File: config.mk
export PLATFORM = sky130hd
export DESIGN_NAME = axi_rd_arb2
export DESIGN_NICKNAME = d
export VERILOG_FILES = /design/src/rtl/axi_rd_arb2.sv
export SDC_FILE = /design/constraint.sdc
export NUM_CORES = 1
export LEC_CHECK = 0
export ABC_AREA = 1
export CORE_AREA = 2 2 157 159
export DETAILED_ROUTE_END_ITERATION = 16
export DIE_AREA = 0 0 159 161
export GPL_TIMING_DRIVEN = 0
export MAX_ROUTING_LAYER = met4
export PLACE_DENSITY_LB_ADDON = 0.25
export SLEW_MARGIN = 15
export SYNTH_ARGS = -nofsm -noshare
export SYNTH_HDL_FRONTEND = slang
export SYNTH_SLANG_ARGS = --single-unit
File: constraint.sdc
create_clock -name clk -period 1.5 [get_ports clk]
set_input_delay 0.45 -clock clk [delete_from_list [all_inputs] [get_ports clk]]
set_output_delay 0.45 -clock clk [all_outputs]
set_load 0.005 [all_outputs]
File: src/rtl/axi_rd_arb2.sv
// Two-requester AXI read-channel arbiter with a single outstanding transaction.
// Round-robin grant in IDLE, then AR pass-through (ADDR), then R pass-through (DATA) to rlast.
module axi_rd_arb2 #(
   parameter int P_AXI_IDWIDTH = 5
) (
   input  logic                     clk,
   input  logic                     rst,
   input  logic [P_AXI_IDWIDTH-1:0] axis0_arid,
   input  logic [31:0]              axis0_araddr,
   input  logic [3:0]               axis0_arlen,
   input  logic [2:0]               axis0_arsize,
   input  logic [1:0]               axis0_arburst,
   input  logic                     axis0_arlock,
   input  logic [3:0]               axis0_arcache,
   input  logic [2:0]               axis0_arprot,
   input  logic                     axis0_aruser,
   input  logic                     axis0_arvalid,
   output logic                     axis0_arready,
   output logic [P_AXI_IDWIDTH-1:0] axis0_rid,
   output logic [63:0]              axis0_rdata,
   output logic [1:0]               axis0_rresp,
   output logic                     axis0_rlast,
   output logic                     axis0_ruser,
   output logic                     axis0_rvalid,
   input  logic                     axis0_rready,
   input  logic [P_AXI_IDWIDTH-1:0] axis1_arid,
   input  logic [31:0]              axis1_araddr,
   input  logic [3:0]               axis1_arlen,
   input  logic [2:0]               axis1_arsize,
   input  logic [1:0]               axis1_arburst,
   input  logic                     axis1_arlock,
   input  logic [3:0]               axis1_arcache,
   input  logic [2:0]               axis1_arprot,
   input  logic                     axis1_aruser,
   input  logic                     axis1_arvalid,
   output logic                     axis1_arready,
   output logic [P_AXI_IDWIDTH-1:0] axis1_rid,
   output logic [63:0]              axis1_rdata,
   output logic [1:0]               axis1_rresp,
   output logic                     axis1_rlast,
   output logic                     axis1_ruser,
   output logic                     axis1_rvalid,
   input  logic                     axis1_rready,
   output logic [P_AXI_IDWIDTH-1:0] axim_arid,
   output logic [31:0]              axim_araddr,
   output logic [3:0]               axim_arlen,
   output logic [2:0]               axim_arsize,
   output logic [1:0]               axim_arburst,
   output logic                     axim_arlock,
   output logic [3:0]               axim_arcache,
   output logic [2:0]               axim_arprot,
   output logic                     axim_aruser,
   output logic                     axim_arvalid,
   input  logic                     axim_arready,
   input  logic [P_AXI_IDWIDTH-1:0] axim_rid,
   input  logic [63:0]              axim_rdata,
   input  logic [1:0]               axim_rresp,
   input  logic                     axim_rlast,
   input  logic                     axim_ruser,
   input  logic                     axim_rvalid,
   output logic                     axim_rready,
   output logic [1:0]               gnt,
   output logic                     busy,
   output logic                     err_rlast
);

   typedef enum logic [1:0] {S_IDLE, S_ADDR, S_DATA} state_t;

   state_t     r_state, w_next;
   logic [1:0] r_gnt;
   logic       r_last;
   logic [3:0] r_len_q, r_beat;
   logic       r_err;
   logic       w_req, w_pick1, w_ar_hs, w_beat, w_done;

   // r_last holds the index of the previously granted requester; on a tie the other one wins.
   assign w_req   = axis0_arvalid | axis1_arvalid;
   assign w_pick1 = axis1_arvalid & (~axis0_arvalid | ~r_last);
   assign w_ar_hs = (r_state == S_ADDR) & axim_arready;
   assign w_beat  = (r_state == S_DATA) & axim_rvalid & axim_rready;
   assign w_done  = w_beat & axim_rlast;

   assign gnt       = r_gnt;
   assign busy      = (r_state != S_IDLE);
   assign err_rlast = r_err;

   always_ff @(posedge clk or posedge rst) begin
      if (rst) r_state <= S_IDLE;
      else     r_state <= w_next;
   end

   always_comb begin
      w_next = r_state;
      case (r_state)
         S_IDLE:  if (w_req)   w_next = S_ADDR;
         S_ADDR:  if (w_ar_hs) w_next = S_DATA;
         S_DATA:  if (w_done)  w_next = S_IDLE;
         default: w_next = S_IDLE;
      endcase
   end

   always_ff @(posedge clk or posedge rst) begin
      if (rst) begin
         r_gnt   <= 2'b00;
         r_last  <= 1'b1;
         r_len_q <= 4'd0;
         r_beat  <= 4'd0;
         r_err   <= 1'b0;
      end else begin
         if ((r_state == S_IDLE) && w_req) begin
            r_gnt <= w_pick1 ? 2'b10 : 2'b01;
         end else if (w_done) begin
            r_gnt  <= 2'b00;
            r_last <= r_gnt[1];
         end
         if (w_ar_hs) begin
            r_len_q <= axim_arlen;
            r_beat  <= 4'd0;
         end else if (w_beat) begin
            r_beat <= r_beat + 4'd1;
         end
         // rlast must land exactly on beat index len_q; early or missing rlast is flagged
         if (w_beat && (axim_rlast != (r_beat == r_len_q))) r_err <= 1'b1;
      end
   end

   always_comb begin
      axim_arid     = '0;
      axim_araddr   = '0;
      axim_arlen    = '0;
      axim_arsize   = '0;
      axim_arburst  = '0;
      axim_arlock   = 1'b0;
      axim_arcache  = '0;
      axim_arprot   = '0;
      axim_aruser   = 1'b0;
      axim_arvalid  = 1'b0;
      axim_rready   = 1'b0;
      axis0_arready = 1'b0;
      axis1_arready = 1'b0;
      axis0_rid     = '0;
      axis0_rdata   = '0;
      axis0_rresp   = '0;
      axis0_rlast   = 1'b0;
      axis0_ruser   = 1'b0;
      axis0_rvalid  = 1'b0;
      axis1_rid     = '0;
      axis1_rdata   = '0;
      axis1_rresp   = '0;
      axis1_rlast   = 1'b0;
      axis1_ruser   = 1'b0;
      axis1_rvalid  = 1'b0;
      case (r_state)
         S_ADDR: begin
            // arvalid stays up for the whole ADDR phase even if the requester withdraws
            axim_arvalid = 1'b1;
            if (r_gnt[1]) begin
               axim_arid     = axis1_arid;
               axim_araddr   = axis1_araddr;
               axim_arlen    = axis1_arlen;
               axim_arsize   = axis1_arsize;
               axim_arburst  = axis1_arburst;
               axim_arlock   = axis1_arlock;
               axim_arcache  = axis1_arcache;
               axim_arprot   = axis1_arprot;
               axim_aruser   = axis1_aruser;
               axis1_arready = axim_arready;
            end else begin
               axim_arid     = axis0_arid;
               axim_araddr   = axis0_araddr;
               axim_arlen    = axis0_arlen;
               axim_arsize   = axis0_arsize;
               axim_arburst  = axis0_arburst;
               axim_arlock   = axis0_arlock;
               axim_arcache  = axis0_arcache;
               axim_arprot   = axis0_arprot;
               axim_aruser   = axis0_aruser;
               axis0_arready = axim_arready;
            end
         end
         S_DATA: begin
            if (r_gnt[1]) begin
               axis1_rid    = axim_rid;
               axis1_rdata  = axim_rdata;
               axis1_rresp  = axim_rresp;
               axis1_rlast  = axim_rlast;
               axis1_ruser  = axim_ruser;
               axis1_rvalid = axim_rvalid;
               axim_rready  = axis1_rready;
            end else begin
               axis0_rid    = axim_rid;
               axis0_rdata  = axim_rdata;
               axis0_rresp  = axim_rresp;
               axis0_rlast  = axim_rlast;
               axis0_ruser  = axim_ruser;
               axis0_rvalid = axim_rvalid;
               axim_rready  = axis0_rready;
            end
         end
         default: ;
      endcase
   end

endmodule

Word-level counts from Yosys, hierarchy flattened
Cells that the tools add are included.
{"block": "word_totals", "memories": 0, "ram_bits": 0, "register_bits": 14, "wordCells": 89, "out_inout_bits": 211, "latchBits": 0, "input_bits": 191, "mem_bits_ro": 0}
{"block": "classes", "muxes": 57, "magnitude_cmp": 0, "div": 0, "multipliers": 0, "n_addsub": 1, "bitwise_logic": 10, "reduce_logical": 8, "eq_ne": 7, "shifts": 0}
{"operator": "$mux W64", "count": 4}
{"operator": "$mux W32", "count": 2}
{"operator": "$mux W5", "count": 6}
{"operator": "$mux W4", "count": 6}
{"operator": "$mux W1", "count": 23}
{"operator": "$mux W2", "count": 11}
{"operator": "$mux W3", "count": 4}
{"operator": "$ne A2 B2 Y1 const B", "count": 3}
{"operator": "$pmux W2 S3", "count": 1}
{"operator": "$reduce_bool A2 Y1", "count": 3}
{"operator": "$and A1 B1 Y1", "count": 5}
{"operator": "$add A4 B1 Y4 const B", "count": 1}
{"operator": "$eq A4 B4 Y1", "count": 1}
{"operator": "$not A1 Y1", "count": 3}
{"operator": "$reduce_and A3 Y1", "count": 1}
{"operator": "$eq A2 B1 Y1 const B", "count": 1}
{"operator": "$eq A2 B2 Y1 const B", "count": 1}
{"operator": "$logic_and A1 B1 Y1", "count": 2}
{"operator": "$logic_not A2 Y1", "count": 1}
{"operator": "$or A1 B1 Y1", "count": 2}
{"operator": "$reduce_and A2 Y1", "count": 1}
{"operator": "$ne A1 B1 Y1", "count": 1}

Depth between registers and ports, before layout
Gate-level depths: netlist of run 1.
{"block": "depth", "depth_word": 6, "ltp_mapped": 8, "depth_no_buf": 8}

Worst setup path before layout of run 1
No wires, ideal clock.
{"block": "synth_path", "kind": "reg-to-output", "from": "register r_gnt[1], in the netlist gnt[1]", "to": "output axim_araddr[26]", "arrival_ns": 1.110, "required_time_ns": 1.050, "path_slack_ns": -0.060, "path_buffers": 2, "path_stages_with_launch": 6, "cell_sequence": "dfrtp_1 inv_2 buf_2 buf_2 nand2_1 a21oi_1"}
{"block": "synth_between", "elab_chain_cells": 2}
{"item": "start: declaration", "line_no": "70", "text": "logic [1:0] r_gnt;"}
{"item": "start signal: assignment", "line_no": "111", "text": "r_gnt <= w_pick1 ? 2'b10 : 2'b01;"}
{"item": "$mux W32", "line_no": "157", "text": "if (r_gnt[1]) begin"}
{"item": "$mux W32", "line_no": "153", "text": "case (r_state)"}
{"item": "end: declaration", "line_no": "45", "text": "output logic [31:0] axim_araddr,"}
Every way passes these cells.

Final worst setup path of run 1
{"block": "layout_path", "from": "register r_state[0]", "to": "output axis0_rdata[50]"}
{"block": "layout_between", "elab_chain_cells": 2}
{"item": "start: declaration", "line_no": "69", "text": "state_t r_state, w_next;"}
{"item": "start signal: assignment", "line_no": "89", "text": "else r_state <= w_next;"}
{"item": "$eq A2 B2 Y1", "line_no": "153"}
{"item": "$mux W64", "line_no": "153"}
{"item": "end: declaration", "line_no": "20", "text": "output logic [63:0] axis0_rdata,"}
Every way passes these cells.

==> flow_metrics.tcl, run 1 <==
set metrics [dict create \
    drv_cap 0 \
    clkSinkCount 14 \
    synth_ff_type "dfrtp_1" \
    violations "negative setup slack" \
    place_inst 1251 \
    crit_fanout 10 \
    firstDrtPassIters 4 \
    synth-simple-area-share_pct 51.2 \
    synth_compound_area_share_pct 12.9 \
    critPathLaunchType "register" \
    place_ws_ns -0.956 \
    grt_antenna_before_repair 2 \
    post-route-util_pct 34.2 \
    period_needed_ns 2.02 \
    status "finished, violations left" \
    synth_top_cell_area_share_pct 24.0 \
    synth.most_common_cell "nor2_1" \
    htreeDepth 1 \
    syn-mean-instance-area_um2 4.67 \
    root_buffer "clkbuf_16" \
    synth_seq_area_share_pct 14.3 \
    synth-edff-count 0 \
    grt_pass1_vias 4758 \
    hold_buffers 0 \
    holdWs_ns 0.463 \
    cts_tree "yes" \
    remaining_drc_errors 0 \
    core_area_um2 24000 \
    ios 402 \
    final-hold-violation-count 0 \
    worst_pin_slew_ns 0.594 \
    initial_core_util_pct 10.2 \
    overflow 0 \
    yosysTopAreaCell "nor2_1" \
    drtAntennaViolNets 0 \
    fin_ws_ns -0.520 \
    place_area_um2 6890 \
    post_synth_inst_count 526 \
    power_density_nw_per_um2 1230 \
    nFillCells 2672 \
    ys_types 20 \
    cts_made_buffers 3 \
    final_nets 1170 \
    synth.cell_area_um2 2450 \
    yosys.area_share.adder_pct 0.510 \
    async_flop_share_pct 100 \
    die_w_um 159 \
    muxShareOfSynthArea_pct 0 \
    die_y_um 161 \
    final-max-slew-violation-count 0 \
    synth-seq-cells 14 \
    clk_latency_ns 0.25 \
    grt_start_max_net_pins 15 \
    yosys_warnings 0 \
    synth_top_family_by_area "simple AND/OR/NAND/NOR gates" \
    synthTopCellsByCount "nor2_1, nand2_1, inv_1, a21oi_1, buf_2" \
    clock_path_buffers 2 \
    drtIter0Drc 189 \
    synth_xor_area_share_pct 0.714 \
    path_class "reg -> out" \
    crit_arrival_ns 1.57 \
    p_leak_nw 4.15 \
    crit_required_ns 1.05 \
    hp-class "reg -> reg" \
    viasPerCell 3.75 \
    syn_nets 718 \
    port_buffers 401 \
    clkSlewWorstSetupHoldPaths_ns 0.05 \
    period_share_pct 135 \
    final_layout_size_suffix_gt1_share_pct 47.3 \
    via_count 4884 \
    avgRoutedWirePerCell_um 16.5 \
    grt_pass1_wl_um 29900 \
    place.gp.congestion 0.833 \
    totalNegativeSetupSlack_ns -91.55 \
    synth_area_leaders "nor2_1, nand2_1, inv_1, dfrtp_1, a21oi_1" \
    drt-total-wl_um 21500 \
    rows 57 \
    power.total_mw 10.1 \
    end_kind "output port" \
    rsz0062_at_grt "true" \
    fin_area_um2 8180 \
    stdcell_count 1303 \
    slew-limit-headroom_pct 60.4 \
    peakVddDrop_v 0.000609 \
    grt_usage_pct 15.5 \
    fp.dieArea_um2 25600 \
    areaGrowthSynthToFinish_pct 233 \
    final-setup-viol-count 214 \
    dp_hpwl_um 16800 \
    clock_skew_ns 0.00312 \
    max_freq_mhz 495 \
]
==> layout by cell type, fill, tap and decap left out, drive strengths merged <==
cell type      instances
buf                  233
clkdlybuf4s50        189
nor2                 161
nand2                151
inv                   89
a21oi                 55
clkbuf                41
dlygate4sd2           17
dfrtp                 13
nand3                  9
o21ai                  7
clkdlybuf4s15          3
diode                  2
nor3                   2
xor2                   2
dlymetal6s2s           2
o22ai                  1
ha                     1
dfstp                  1
==> metal layers <==
metal,track usage [%],vias up,part of all wire (%)
met2,28.6,228,52
met3,2.77,14,6.2
li1,-,2452,-
met1,18.1,2190,41
met4,1.57,0,1.7
met5,-,-,0
==> critical path: stages (launching register included) <==
cell	delay, ns
dfrtp_2	0.43
nor2_4	0.21
nand2_4	0.11
buf_12	0.17
buf_8	0.14
nor2_1	0.11
buf_2	0.14
==> power by group <==
group / leakage (nW) / total [mW] / internal (mW) / switching [mW]
Sequential: 0.170 / 0.685 / 0.544 / 0.141
Clock: 0.0442 / 0.565 / 0.405 / 0.161
Combinational: 3.94 / 8.85 / 4.57 / 4.28
==> path summary, 6_finish.rpt <==
check | from | endpoint | slack, ns | cells past startpoint
min in group asynchronous | rst | r_len_q[0] | 0.57 | 2
worst min register to register | r_last | r_last | 0.46 | 2
worst max register to register | gnt[1] | gnt[1] | -0.07 | 9
worst min-delay path | r_last | r_last | 0.46 | 2
worst max-delay path | r_state[0] | axis0_rdata[50] | -0.52 | 6
max in group asynchronous | rst | r_state[0] | 0.50 | 2
==> registers in the layout, indices dropped and copies added (netlist names) <==
| register | count |
|---|---|
| err_rlast | 1 |
| gnt | 2 |
| r_beat | 4 |
| r_last | 1 |
| r_len_q | 4 |
| r_state | 2 |
==> area by class of cell <==
type | instances | area (µm²) | area share [%]
repair buffers | 447 | 3930 | 48.1
multi-input cells | 389 | 2460 | 30.1
plain buffers | 34 | 598 | 7.31
well taps | 324 | 405 | 4.95
flip-flops and latches | 14 | 354 | 4.33
inverters | 89 | 337 | 4.11
clock buffers | 4 | 88.8 | 1.09
diodes | 2 | 5.00 | 0.0612
==> cell families (layout without fill, tap and decap cells) <==
family,Yosys count,in the layout
AOI/OAI and AO/OA,63,63
other,0,2
DFF,14,14
adders and majority gates,1,1
xor gates and xnor gates,2,2
buffers and inverters,123,574
and+or+nand+nor,323,323
==> repair_timing <==
item                       4_1_cts  5_1_grt
setup endpoints to repair      214      222
pin swaps                       15       26
gates cloned                    10        9
resized for setup              811      382
buffers inserted                20        7
(Power assumes the default switching activity.)
==> run 2: changes to the inputs <==
--- a/config.mk
+++ b/config.mk
@@ -11,7 +11,7 @@
 export DIE_AREA = 0 0 159 161
 export GPL_TIMING_DRIVEN = 0
 export MAX_ROUTING_LAYER = met4
-export PLACE_DENSITY_LB_ADDON = 0.25
+export PLACE_DENSITY_LB_ADDON = 0.2
 export SLEW_MARGIN = 15
 export SYNTH_ARGS = -nofsm -noshare
 export SYNTH_HDL_FRONTEND = slang
==> run 2 against run 1 <==
Die area stayed put. Via count shrank 0.76%. Flip-flop and latch count unchanged. The flow still finishes with violations (negative setup slack). Non-clock buffer count shrank 2. Wire length down 1.1%. Design area down 7.5%. Core utilization is 2.6 points lower. Global-route usage grew 0.23 points. Setup slack got worse by 0.0083 ns. Final cell count shrank 0.23%. Hold slack improved by 0.0026 ns.
==> flow_metrics.tcl, run 2 (synthesis results as in run 1) <==
set metrics [dict create \
    status "finished, violations left" \
    violations "negative setup slack" \
    drtIter0Drc 164 \
    place.gp.congestion 0.827 \
    rows 57 \
    worst_pin_slew_ns 0.562 \
    clkSlewWorstSetupHoldPaths_ns 0.05 \
    rrSetupSlack_ns -0.03 \
    hp-class "reg -> reg" \
    period_share_pct 135 \
    end_kind "output port" \
    reg2reg_from "gnt[1]" \
    final-hold-violation-count 0 \
    layout_common_cells "clkdlybuf4s50_1, buf_2, nand2_1" \
    clock_path_buffers 2 \
    die_y_um 161 \
    grt_pass1_vias 4799 \
    initial_core_util_pct 10.2 \
    drtAntennaViolNets 0 \
    fp.dieArea_um2 25600 \
    root_buffer "clkbuf_16" \
    avgRoutedWirePerCell_um 16.4 \
    place_ws_ns -1.03 \
    cts_tree "yes" \
    final_layout_size_suffix_gt1_share_pct 43.1 \
    grt_antenna_before_repair 1 \
    r2r_cells 8 \
    port_buffers 401 \
    areaGrowthSynthToFinish_pct 208 \
    post-route-util_pct 31.6 \
    period_needed_ns 2.03 \
    drv_cap 0 \
    final-setup-viol-count 214 \
    core_area_um2 24000 \
    path_class "reg -> out" \
    crit_fanout 10 \
    slew-limit-headroom_pct 62.5 \
    crit_path_start "r_state[0]" \
    grt_start_max_net_pins 15 \
    crit_required_ns 1.05 \
    overflow 0 \
    via_count 4847 \
    top_regs "r_beat (4), r_len_q (4)" \
    drt-total-wl_um 21300 \
    final_nets 1168 \
    p_leak_nw 3.97 \
    viasPerCell 3.73 \
    final-max-slew-violation-count 0 \
    remaining_drc_errors 0 \
    clock_skew_ns 0.000810 \
    htreeDepth 1 \
    cts_made_buffers 3 \
    worstSetupEndpoint "axis0_rdata[60]" \
    dp_hpwl_um 17000 \
    grt_usage_pct 15.7 \
    fin_ws_ns -0.528 \
    grt_pass1_wl_um 30200 \
    ios 402 \
    power_density_nw_per_um2 1240 \
    clkSinkCount 14 \
    crit_arrival_ns 1.58 \
    firstDrtPassIters 4 \
    rr_endpoint "gnt[1]" \
    critPathLaunchType "register" \
    peakVddDrop_v 0.000554 \
    max_freq_mhz 493 \
    final_common_cell "clkdlybuf4s50_1" \
    die_w_um 159 \
    rsz0062_at_grt "true" \
    clk_latency_ns 0.25 \
]
-- run 2: report_power, final --
part           internal, mW  leakage (nW)  switching, mW
clock                 0.405        0.0442          0.169
sequential            0.541         0.171          0.125
combinational          4.23          3.75           3.90
total                  5.17          3.97           4.19
-- run 2: what timing repair did --
action | CTS | global route
pin swaps | 15 | 20
resized for setup | 779 | 275
hold buffers | 0 | 0
gates cloned | 9 | 4
setup buffers | 27 | 14
endpoints found under the setup margin | 216 | 220
-- run 2: final cells by class --
cell class | instances | area [µm²]
fill | 2736 | 16400
multi-input combinational | 389 | 2080
inverter | 89 | 339
tap | 324 | 405
sequential | 14 | 353
antenna | 1 | 2.50
clock buffer | 4 | 88.8
timing repair buffer | 448 | 3840
buffer | 31 | 455
-- run 2: worst min-delay path by stage --
stage	from	end	slack, ns	cells past startpoint
after floorplan	rst	err_rlast	0.34	1
after global placement	err_rlast	err_rlast	0.45	2
after detailed placement	r_last	r_last	0.46	2
after CTS	r_last	r_last	0.47	2
after global routing	err_rlast	err_rlast	0.50	2
final	r_last	r_last	0.47	2
-- run 2: critical path: stages (launching register included) --
cell	delay (ns)
dfrtp_1	0.41
nor2_4	0.21
nand2_4	0.09
buf_6	0.15
buf_6	0.13
buf_12	0.14
nor2_1	0.07
buf_2	0.12
-- run 2: metal layers --
| layer | routed length (µm) | global-route usage, % |
|---|---|---|
| met5 | 0 | - |
| met4 | 367 | 2.02 |
| met3 | 1440 | 3.29 |
| met2 | 10600 | 28.1 |
| met1 | 8910 | 18.7 |
-- run 2: stage by stage --
stage	cells	total power, mW	setup TNS, ns	hold slack (ns)	instance area, µm²
global route	1300	10.1	-104.87	0.499	7570
CTS	1289	9.18	-103.34	0.467	7530
finish	1300	9.37	-90.19	0.466	7570
detailed placement	1251	6.90	-172.33	0.463	6890
floorplan	526	3.10	0	0.339	2470
global placement	1251	6.93	-168.18	0.447	6890
